[src/rtl/bt_uart_rx.sv]
// -----------------------------------------------------------------------------
// bt_uart_rx
//   8N1 UART receiver for the serial Bluetooth module. The asynchronous RXD
//   line is double-flopped. A falling edge in IDLE starts a frame. The start
//   bit is re-checked at mid-bit to reject glitches. Each data bit and the
//   stop bit are then sampled once per bit time, at their midpoints. A good
//   frame updates uart_data with a one-cycle uart_done. A low stop bit gives a
//   one-cycle frame_err instead and leaves uart_data untouched.
//
// Parameters
//   CLK_FREQ   system clock in Hz
//   UART_BPS   baud rate; CLK_FREQ/UART_BPS must be >= 16
//
// Ports
//   sys_clk    system clock, rising edge
//   sys_rst    asynchronous active-high reset
//   uart_rxd   raw serial input, idles high, asynchronous to sys_clk
//   uart_data  last correctly framed byte (LSB = first data bit)
//   uart_done  one-cycle strobe when uart_data has just been updated
//   frame_err  one-cycle strobe when the stop bit was sampled low
//   rx_busy    high while a frame is in progress (state != IDLE)
// -----------------------------------------------------------------------------
module bt_uart_rx #(
    parameter int CLK_FREQ = 50_000_000,
    parameter int UART_BPS = 9600
) (
    input  logic       sys_clk,
    input  logic       sys_rst,
    input  logic       uart_rxd,
    output logic [7:0] uart_data,
    output logic       uart_done,
    output logic       frame_err,
    output logic       rx_busy
);

    localparam int BPS_CNT = CLK_FREQ / UART_BPS;
    localparam int CNT_W   = $clog2(BPS_CNT);

    // Sample points: mid start bit after half a bit, then one full bit apart,
    // which keeps every later sample near its bit's midpoint.
    localparam logic [CNT_W-1:0] CNT_HALF_END = CNT_W'(BPS_CNT / 2 - 1);
    localparam logic [CNT_W-1:0] CNT_BIT_END  = CNT_W'(BPS_CNT - 1);

    localparam logic [1:0] IDLE  = 2'd0;
    localparam logic [1:0] START = 2'd1;
    localparam logic [1:0] DATA  = 2'd2;
    localparam logic [1:0] STOP  = 2'd3;

    generate
        if (BPS_CNT < 16) begin : g_bps_chk
            $error("bt_uart_rx: CLK_FREQ/UART_BPS must be >= 16");
        end
    endgenerate

    logic [1:0]       state;
    logic [CNT_W-1:0] clk_cnt;
    logic [2:0]       bit_cnt;
    logic [7:0]       shift_reg;
    logic             rxd_m;
    logic             rxd_s;
    logic             rxd_d;
    logic             start_edge;

    // Synchronizer plus one history flop for edge detection. Reset to the
    // idle-high level so that reset release cannot look like a start edge.
    always_ff @(posedge sys_clk or posedge sys_rst) begin
        if (sys_rst) begin
            rxd_m <= 1'b1;
            rxd_s <= 1'b1;
            rxd_d <= 1'b1;
        end else begin
            rxd_m <= uart_rxd;
            rxd_s <= rxd_m;
            rxd_d <= rxd_s;
        end
    end

    // A line held low, for example a break after a frame error, does not
    // restart reception. It must first go high and then fall again.
    assign start_edge = rxd_d & ~rxd_s;

    always_ff @(posedge sys_clk or posedge sys_rst) begin
        if (sys_rst) begin
            state     <= IDLE;
            clk_cnt   <= '0;
            bit_cnt   <= '0;
            shift_reg <= '0;
            uart_data <= '0;
            uart_done <= 1'b0;
            frame_err <= 1'b0;
        end else begin
            uart_done <= 1'b0;
            frame_err <= 1'b0;
            case (state)
                IDLE: begin
                    clk_cnt <= '0;
                    if (start_edge) state <= START;
                end
                START: begin
                    if (clk_cnt == CNT_HALF_END) begin
                        clk_cnt <= '0;
                        // Line high again at mid start bit: it was a glitch.
                        if (rxd_s) begin
                            state <= IDLE;
                        end else begin
                            state   <= DATA;
                            bit_cnt <= '0;
                        end
                    end else begin
                        clk_cnt <= clk_cnt + 1'b1;
                    end
                end
                DATA: begin
                    if (clk_cnt == CNT_BIT_END) begin
                        clk_cnt   <= '0;
                        shift_reg <= {rxd_s, shift_reg[7:1]};
                        bit_cnt   <= bit_cnt + 1'b1;
                        if (bit_cnt == 3'd7) state <= STOP;
                    end else begin
                        clk_cnt <= clk_cnt + 1'b1;
                    end
                end
                STOP: begin
                    if (clk_cnt == CNT_BIT_END) begin
                        clk_cnt <= '0;
                        // Leaving at mid stop bit gives half a bit of idle
                        // time. This catches a back-to-back start edge.
                        state   <= IDLE;
                        if (rxd_s) begin
                            uart_data <= shift_reg;
                            uart_done <= 1'b1;
                        end else begin
                            frame_err <= 1'b1;
                        end
                    end else begin
                        clk_cnt <= clk_cnt + 1'b1;
                    end
                end
                default: state <= IDLE;
            endcase
        end
    end

    assign rx_busy = (state != IDLE);

endmodule

[config.mk]
export PLATFORM = sky130hd
export DESIGN_NAME = bt_uart_rx
export DESIGN_NICKNAME = d
export VERILOG_FILES = /design/src/rtl/bt_uart_rx.sv
export SDC_FILE = /design/constraint.sdc
export NUM_CORES = 1
export LEC_CHECK = 0
export ABC_CLOCK_PERIOD_IN_PS = 3250
export BUFFER_PORTS_ARGS = -buffer_cell sky130_fd_sc_hd__buf_2
export CORE_UTILIZATION = 50
export CTS_CLUSTER_DIAMETER = 50
export CTS_CLUSTER_SIZE = 14
export DETAILED_ROUTE_END_ITERATION = 10
export MAX_ROUTING_LAYER = met4
export PLACE_DENSITY = 0.68
export RECOVER_POWER = 25
export SLEW_MARGIN = 10
export SYNTH_ARGS = -nofsm -noshare
export SYNTH_HDL_FRONTEND = slang
export SYNTH_SLANG_ARGS = --single-unit
[constraint.sdc]
create_clock -name sys_clk -period 3.25 [get_ports sys_clk]
set_input_delay 0.975 -clock sys_clk [delete_from_list [all_inputs] [get_ports sys_clk]]
set_output_delay 0.975 -clock sys_clk [all_outputs]
set_load 0.02 [all_outputs]
==> results of run 1 <==
logic make-up after synthesis:
| logic type | share of synthesized area [%] |
|---|---|
| mux | 10.2 |
| compound gates | 3.84 |
| fa+ha+maj | 2.14 |
| flops | 55.7 |
| xor+xnor | 5.98 |
| simple gates | 20.1 |
| buf+inv | 1.99 |
worst max-delay path, delay by kind of cell, from the launching register on:
kind          cells  cell delay, ps
buf+inv           1             160
flops             1             500
simple gates      1             330
layout by cell type (no fill, tap or decap), types with 3 or more instances in the layout:
cell	n
buf_2	13
clkbuf_4	5
dfrtp_1	36
ha_1	3
mux2_2	16
nand2_1	8
nand3_1	5
nand4_1	6
nor2_1	16
nor3_1	5
xnor2_1	9
xor2_1	3
power by group through the flow:
stage / Combinational (mW) / Sequential [mW] / Clock, mW
after floorplan: 0.129 / 0.585 / 0
after global placement: 0.132 / 0.608 / 0
after detailed placement: 0.135 / 0.611 / 0
after CTS: 0.137 / 0.602 / 0.252
after global routing: 0.155 / 0.611 / 0.268
final: 0.134 / 0.603 / 0.238
routing by layer:
layer  vias to the layer above  track usage, %  wire (µm)
met5                         -               -          0
met3                         7            5.67        108
met1                       552            23.9       1300
li1                        538               -          -
met4                         0            9.74         57
met2                        19            26.4       1360
final cells by class:
class / count / area (µm²) / share of cell area (%)
Tap cell: 46 / 57.6 / 2.99
Clock inverter: 2 / 12.5 / 0.651
Timing Repair Buffer: 15 / 80.1 / 4.17
Inverter: 2 / 7.51 / 0.391
Sequential cell: 39 / 980 / 51.0
Clock buffer: 6 / 41.3 / 2.15
Multi-Input combinational cell: 97 / 743 / 38.7
path summary, 6_finish.rpt:
kind | from | to | slack [ps] | cells after the start
max in group asynchronous | sys_rst | clk_cnt[3] | 1790 | 3
worst max-delay path | register | rx_busy | 940 | 2
worst max register to register | clk_cnt[0] | shift_reg[3] | 1200 | 4
worst min register to register | rxd_m | rxd_s | 370 | 0
min in group asynchronous | sys_rst | bit_cnt[0] | 790 | 2
worst min-delay path | rxd_m | rxd_s | 370 | 0
==> qor.yml, run 1 <==
outcome: "completed"
route.detailed.drc: 0
routed_wl_um: 2820
antenna_left: 0
crit_arrival_ps: 1340
grt_pass1_wl_um: 4710
cp_slowest_cell: "dfrtp_1"
synth_most_common_cell: "dfrtp_1"
numCtsBuffers: 5
seq_power_share_pct: 61.9
track_usage_pct: 18.6
synthesis.area_mm2: 0.00176
cp-start-kind: "register"
period_share_pct: 71.2
drt_iter0_markers: 21
first_global_vias: 1036
hold_ws_ps: 373
synth-edff-count: 0
leakagePower_nw: 0.932
vias: 1116
viasPerCell: 5.39
slew_viol_final: 0
cts_resized: 0
synth_top_area_share_pct: 51.2
crit_path_end_kind: "output pin"
cts_hold_buffers: 0
layout.cells.non_filler: 207
worst_slack_ps: 938
syn-num-nets: 148
die_h_um: 61.3
overflow: 0
ios: 14
pwr_density_cell_mw_per_mm2: 507
synthTopCellsByCount: "dfrtp_1 (36), mux2_2 (16), nor2_1 (16)"
max_slew_margin_pct: 42.6
dp_slack_ps: 1190
worst-path-max-fanout: 11
clock_latency_ps: 340
drive_above_1_share_pct: 29.2
power_mw: 0.975
setup_viol: 0
gp_congestion: 0.791
worstSetupPathType: "reg2out"
hold_viol: 0
final_area_mm2: 0.00192
worstMarginPinSlew_ps: 861
synth_cells: 142
start_util_pct: 52.3
cts_buffer_depth: 2
worst_ir_drop_vdd_uv: 283
placed_cell_area_mm2: 0.00187
cts_tree: "built"
hp-class: "reg2reg"
diodes: 0
first_pass_iters: 4
portBuffers: 13
power.internal_mw: 0.677
wl_per_cell_um: 13.6
clock-root-buffer: "clkbuf_4"
grt_antenna_before_repair: 0
async_flop_share_pct: 100
die_w_um: 61.3
grt_max_degree: 24
nets: 166
yosysWarnings: 0
core_area_mm2: 0.00336
dpl.hpwl_um: 1960
synthTopCellsByArea: "dfrtp_1 (51%), mux2_2 (10%), dfstp_2 (4.5%)"
p_switching_mw: 0.298
synthDistinctLibCells: 36
sw_frac_of_total_pct: 30.6
ys.flop_type: "dfrtp_1"
cts_sinks: 39
syn2layout_area_growth_pct: 9.32
required_ps: 2270
clockPowerShare_pct: 24.4
max_freq_ghz: 0.432
fin_util_pct: 57.1
setup_tns_ps: 0
placed_cells: 199
fin_crit_ps: 2310
post_cts_buffers: 0
yosys_register_bits: 39
rsz0062_at_grt: "false"
synth.avg_cell_area_um2: 12.4
drv_cap: 0
combPwrFrac_pct: 13.8
num_rows: 21
cts.clk_slew.worst_paths_ps: 110
slowest_delay_ps: 500
final.fill_count: 321
die_area_mm2: 0.00376
worstPathCellList: "or2_2, buf_2"
htreeDepth: 2
largest_reg_flops: 13
finalClockSkew_ps: 10.9
yosys.area.top_type: "dfrtp_1"
synth_seq_area_share_pct: 55.7
No activity file was read; power rests on OpenSTA's default activity.
==> run 2, diff against run 1 <==
--- a/config.mk
+++ b/config.mk
@@ -5,14 +5,14 @@
 export SDC_FILE = /design/constraint.sdc
 export NUM_CORES = 1
 export LEC_CHECK = 0
-export ABC_CLOCK_PERIOD_IN_PS = 3250
+export ABC_CLOCK_PERIOD_IN_PS = 1900
 export BUFFER_PORTS_ARGS = -buffer_cell sky130_fd_sc_hd__buf_2
 export CORE_UTILIZATION = 50
 export CTS_CLUSTER_DIAMETER = 50
 export CTS_CLUSTER_SIZE = 14
 export DETAILED_ROUTE_END_ITERATION = 10
 export MAX_ROUTING_LAYER = met4
-export PLACE_DENSITY = 0.68
+export PLACE_DENSITY = 0.71
 export RECOVER_POWER = 25
 export SLEW_MARGIN = 10
 export SYNTH_ARGS = -nofsm -noshare
==> constraint.sdc (replaced) <==
create_clock -name sys_clk -period 1.9 [get_ports sys_clk]
set_input_delay 0.57 -clock sys_clk [delete_from_list [all_inputs] [get_ports sys_clk]]
set_output_delay 0.57 -clock sys_clk [all_outputs]
set_load 0.02 [all_outputs]
==> run 2 against run 1 <==
Critical path depth is 3 higher. Total power increased by 82%. Setup slack lost 860 ps. Sequential power is 66% higher. Final cell count is 3.9% higher. Sequential cell count unchanged. Count of clock-buffer cells in the layout fell by 1.
==> qor.yml, run 2 (same netlist as run 1, synthesis figures left out) <==
r2r_slack_ps: 80
worstPathCellList: "ha_1, nor3b_4, nand4_4, nor2_8, mux2_2"
setup_tns_ps: 0
htreeDepth: 2
drv_cap: 0
cp_slowest_cell: "dfrtp_1"
diodes: 0
leakagePower_nw: 0.972
die_area_mm2: 0.00376
grt_pass1_wl_um: 4910
grt_antenna_before_repair: 0
layout.cells.non_filler: 215
nets: 174
numCtsBuffers: 5
cts_buffer_depth: 2
worst_slack_ps: 76.8
required_ps: 2150
max_freq_ghz: 0.548
hp-class: "in2reg"
viasPerCell: 5.31
core_area_mm2: 0.00336
overflow: 0
fin_util_pct: 59.3
clock-root-buffer: "clkbuf_4"
final.fill_count: 310
setup_viol: 0
hold_viol: 0
placed_cell_area_mm2: 0.00191
die_w_um: 61.3
period_share_pct: 96.0
wl_per_cell_um: 13.9
cts_tree: "built"
num_rows: 21
finalClockSkew_ps: 15.7
die_h_um: 61.3
antenna_left: 0
first_global_vias: 1072
portBuffers: 13
start_util_pct: 52.3
largest_reg_flops: 13
final_area_mm2: 0.00199
placed_cells: 204
cts.clk_slew.worst_paths_ps: 120
worstMarginPinSlew_ps: 916
ios: 14
mostFrequentLayoutCell: "dfrtp_1"
grt_max_degree: 40
track_usage_pct: 19.3
dp_slack_ps: 66.7
worst_ir_drop_vdd_uv: 377
mostFrequentLayoutCells: "dfrtp_1 (35), mux2_2 (16), nor2_1 (16)"
drive_above_1_share_pct: 34.9
gp_congestion: 0.811
crit_path_end_kind: "register"
cp-start-kind: "register"
route.detailed.drc: 0
dpl.hpwl_um: 2120
worstSetupPathType: "reg2reg"
cts_sinks: 39
slowest_delay_ps: 430
first_pass_iters: 4
pwr_density_cell_mw_per_mm2: 890
cts_hold_buffers: 0
slew_viol_final: 0
vias: 1142
worst-path-max-fanout: 9
drt_iter0_markers: 56
clock_latency_ps: 360
routed_wl_um: 2990
max_slew_margin_pct: 38.9
outcome: "completed"
syn2layout_area_growth_pct: 13.4
fin_crit_ps: 1820
crit_arrival_ps: 2070
-- run 2: cell types whose count changed in the layout (fill, tap and decap cells not counted) --
cell	previous run	this run
dfstp_2	2	3
inv_6	0	1
buf_4	2	9
nor3_2	0	1
nor3_1	5	4
clkinv_2	1	0
clkbuf_1	1	0
dfrtp_2	0	1
clkbuf_2	0	1
dfrtp_1	36	35
clkinvlp_4	1	2
dfstp_1	1	0
-- run 2: final cells by class --
type / instances / area, µm² / share of cell area (%)
Clock buffer: 5 / 37.5 / 1.88
Clock inverter: 3 / 23.8 / 1.19
Inverter: 2 / 7.51 / 0.377
Multi-Input combinational cell: 97 / 748 / 37.5
Sequential cell: 39 / 981 / 49.2
Tap cell: 46 / 57.6 / 2.89
Timing Repair Buffer: 23 / 138 / 6.91
-- run 2: stage by stage --
step / power (mW) / hold slack [ps]
after global placement: 1.31 / 346
after detailed placement: 1.32 / 355
final: 1.77 / 297
after global routing: 1.89 / 279
after CTS: 1.76 / 276
after floorplan: 1.22 / 345
-- run 2: per-layer routing --
metal,vias up,track usage (%),part of all wire (%)
met4,0,7.79,1.7
met2,17,29.3,51
met1,568,23.5,44
li1,550,-,-
met5,-,-,0
met3,7,6.51,3.3
-- run 2: critical path: cells and delay by family, from the launching register on --
family        cells  cell delay, ps
simple gates      3             730
flops             1             430
mux               1             360
fa+ha+maj         1             210
-- run 2: final timing paths --
path | from | to | depth (start not counted)
max | clk_cnt[0] | uart_data[0] | 5
min | uart_rxd | rxd_m | 1
max reg2reg | clk_cnt[0] | uart_data[0] | 5
min reg2reg | rxd_m | rxd_s | 0
max in group asynchronous | sys_rst | state[0] | 3
min in group asynchronous | sys_rst | clk_cnt[4] | 3
-- run 2: where the power goes --
part           total [mW]  internal (mW)  switching (mW)
combinational       0.342          0.167           0.175
sequential           1.00          0.909          0.0920
clock               0.432          0.148           0.284
-- run 2: what timing repair did --
action	CTS	global route
endpoints found under the setup margin	0	13
setup buffers	0	3
resized for setup	0	2
==> run 3, diff against run 2 <==
--- a/config.mk
+++ b/config.mk
@@ -7,12 +7,14 @@
 export LEC_CHECK = 0
 export ABC_CLOCK_PERIOD_IN_PS = 1900
 export BUFFER_PORTS_ARGS = -buffer_cell sky130_fd_sc_hd__buf_2
-export CORE_UTILIZATION = 50
+export CELL_PAD_IN_SITES_DETAIL_PLACEMENT = 0
+export CELL_PAD_IN_SITES_GLOBAL_PLACEMENT = 1
+export CORE_UTILIZATION = 43
 export CTS_CLUSTER_DIAMETER = 50
 export CTS_CLUSTER_SIZE = 14
 export DETAILED_ROUTE_END_ITERATION = 10
 export MAX_ROUTING_LAYER = met4
-export PLACE_DENSITY = 0.71
+export PLACE_DENSITY_LB_ADDON = 0.1
 export RECOVER_POWER = 25
 export SLEW_MARGIN = 10
 export SYNTH_ARGS = -nofsm -noshare
==> run 3 against run 2 <==
Clock skew shrank 9.5 ps. Count of clock-buffer cells in the layout is 1 higher. Via count decreased by 5.2%. Wire length decreased by 1.8%. Critical endpoint is now uart_data[2].
==> qor.yml, run 3 (same netlist as run 1, synthesis figures left out) <==
final.fill_count: 347
drv_cap: 0
fin_util_pct: 52.6
regArea_um2: 980
diodes: 0
drt_iter0_markers: 65
worstMarginPinSlew_ps: 916
worst-path-max-fanout: 9
dpl.hpwl_um: 2050
grt_util_met3_pct: 3.62
timing.rr.start: "clk_cnt[0]"
pwr_density_cell_mw_per_mm2: 924
rsz0062_at_grt: "false"
htreeDepth: 2
viasPerCell: 5.04
mostFrequentLayoutCells: "dfrtp_1 (36), mux2_2 (16), nor2_1 (16)"
final_area_mm2: 0.00200
syn2layout_area_growth_pct: 13.7
gp_congestion: 0.735
portBuffers: 13
vias: 1083
track_usage_pct: 16.7
cp_slowest_cell: "dfrtp_1"
dp_slack_ps: 90.2
setup_tns_ps: 0
first_pass_iters: 3
finalClockSkew_ps: 6.22
multi_input_area_um2: 743
largest_reg_flops: 13
numCtsBuffers: 5
grt_pass1_wl_um: 5250
die_h_um: 65.9
leakagePower_nw: 0.975
hold_viol: 0
slowest_delay_ps: 390
max_freq_ghz: 0.560
route.detailed.drc: 0
worst_slack_ps: 114
cts_resized: 0
routed_wl_um: 2930
crit_path_end_kind: "register"
placed_cells: 207
wl_per_cell_um: 13.6
drive_above_1_share_pct: 31.7
gr-max-usage-layer: "met1"
first_global_vias: 1095
worstPathCellList: "ha_1, nor3b_4, nand4_4, nor2_8, mux2_2"
placed_cell_area_mm2: 0.00192
layout.cells.non_filler: 215
required_ps: 2070
cts_buffer_depth: 2
hp-class: "reg2reg"
ios: 14
outcome: "completed"
die_area_mm2: 0.00435
crit_arrival_ps: 1950
cts_tree: "built"
grt_antenna_before_repair: 0
grt_max_degree: 40
period_share_pct: 94.0
mostFrequentLayoutCell: "dfrtp_1"
antenna_left: 0
slew_viol_final: 0
hold_ws_ps: 361
overflow: 0
die_w_um: 65.9
min_from: "rxd_m"
worstPathBufferInverterCount: 0
num_rows: 22
met1_usage_pct: 24.0
cp-start-kind: "register"
cts.clk_slew.worst_paths_ps: 70
setup_viol: 0
fin_crit_ps: 1790
cts_sinks: 39
clock-root-buffer: "clkbuf_8"
use_met2_pct: 23.2
power_mw: 1.85
critPathTopFamily: "simple AND/OR/NAND/NOR gates"
nets: 172
worst_ir_drop_vdd_uv: 623
start_util_pct: 46.3
max_slew_margin_pct: 38.9
clock_latency_ps: 280
worstSetupPathType: "reg2reg"
startpoint: "clk_cnt[0]"
core_area_mm2: 0.00380
==> run 3: cell count changes in the layout (fill, tap and decap cells not counted), sizes merged <==
cell / previous run / this run
buf: 22 / 20
inv: 3 / 2
clkbuf: 6 / 7
clkinvlp: 2 / 1
clkinv: 0 / 1
==> run 3: per-layer routing <==
layer	up-vias	wire length, µm
met5	-	0
met4	0	12
met3	2	71
met2	11	1330
met1	525	1520
li1	545	-
==> run 3: what timing repair did <==
| action | in CTS | in global routing |
|---|---|---|
| hold buffers | 0 | 0 |
| endpoints found under the setup margin | 0 | 3 |
| setup buffers | 0 | 0 |
==> run 3: final timing paths <==
| check | endpoint | slack [ps] | depth (start not counted) |
|---|---|---|---|
| setup / recovery | uart_data[2] | 110 | 5 |
| hold / removal | rxd_s | 360 | 0 |
| setup reg to reg | uart_data[2] | 110 | 5 |
| hold reg to reg | rxd_s | 360 | 0 |
| max in group asynchronous | uart_data[1] | 780 | 3 |
| min in group asynchronous | clk_cnt[9] | 550 | 3 |
==> run 3: power by group <==
group / internal, mW / total [mW] / switching, mW
logic: 0.143 / 0.309 / 0.166
clock network: 0.256 / 0.536 / 0.280
registers: 0.908 / 1.00 / 0.0926
==> run 3: final cells by class <==
type	count	area share [%]
clock inverters	2	0.626
repair buffers	21	6.14
multi-input cells	97	37.2
clock buffers	6	3.63
well taps	48	3.01
inverters	2	0.376
flip-flops and latches	39	49.0
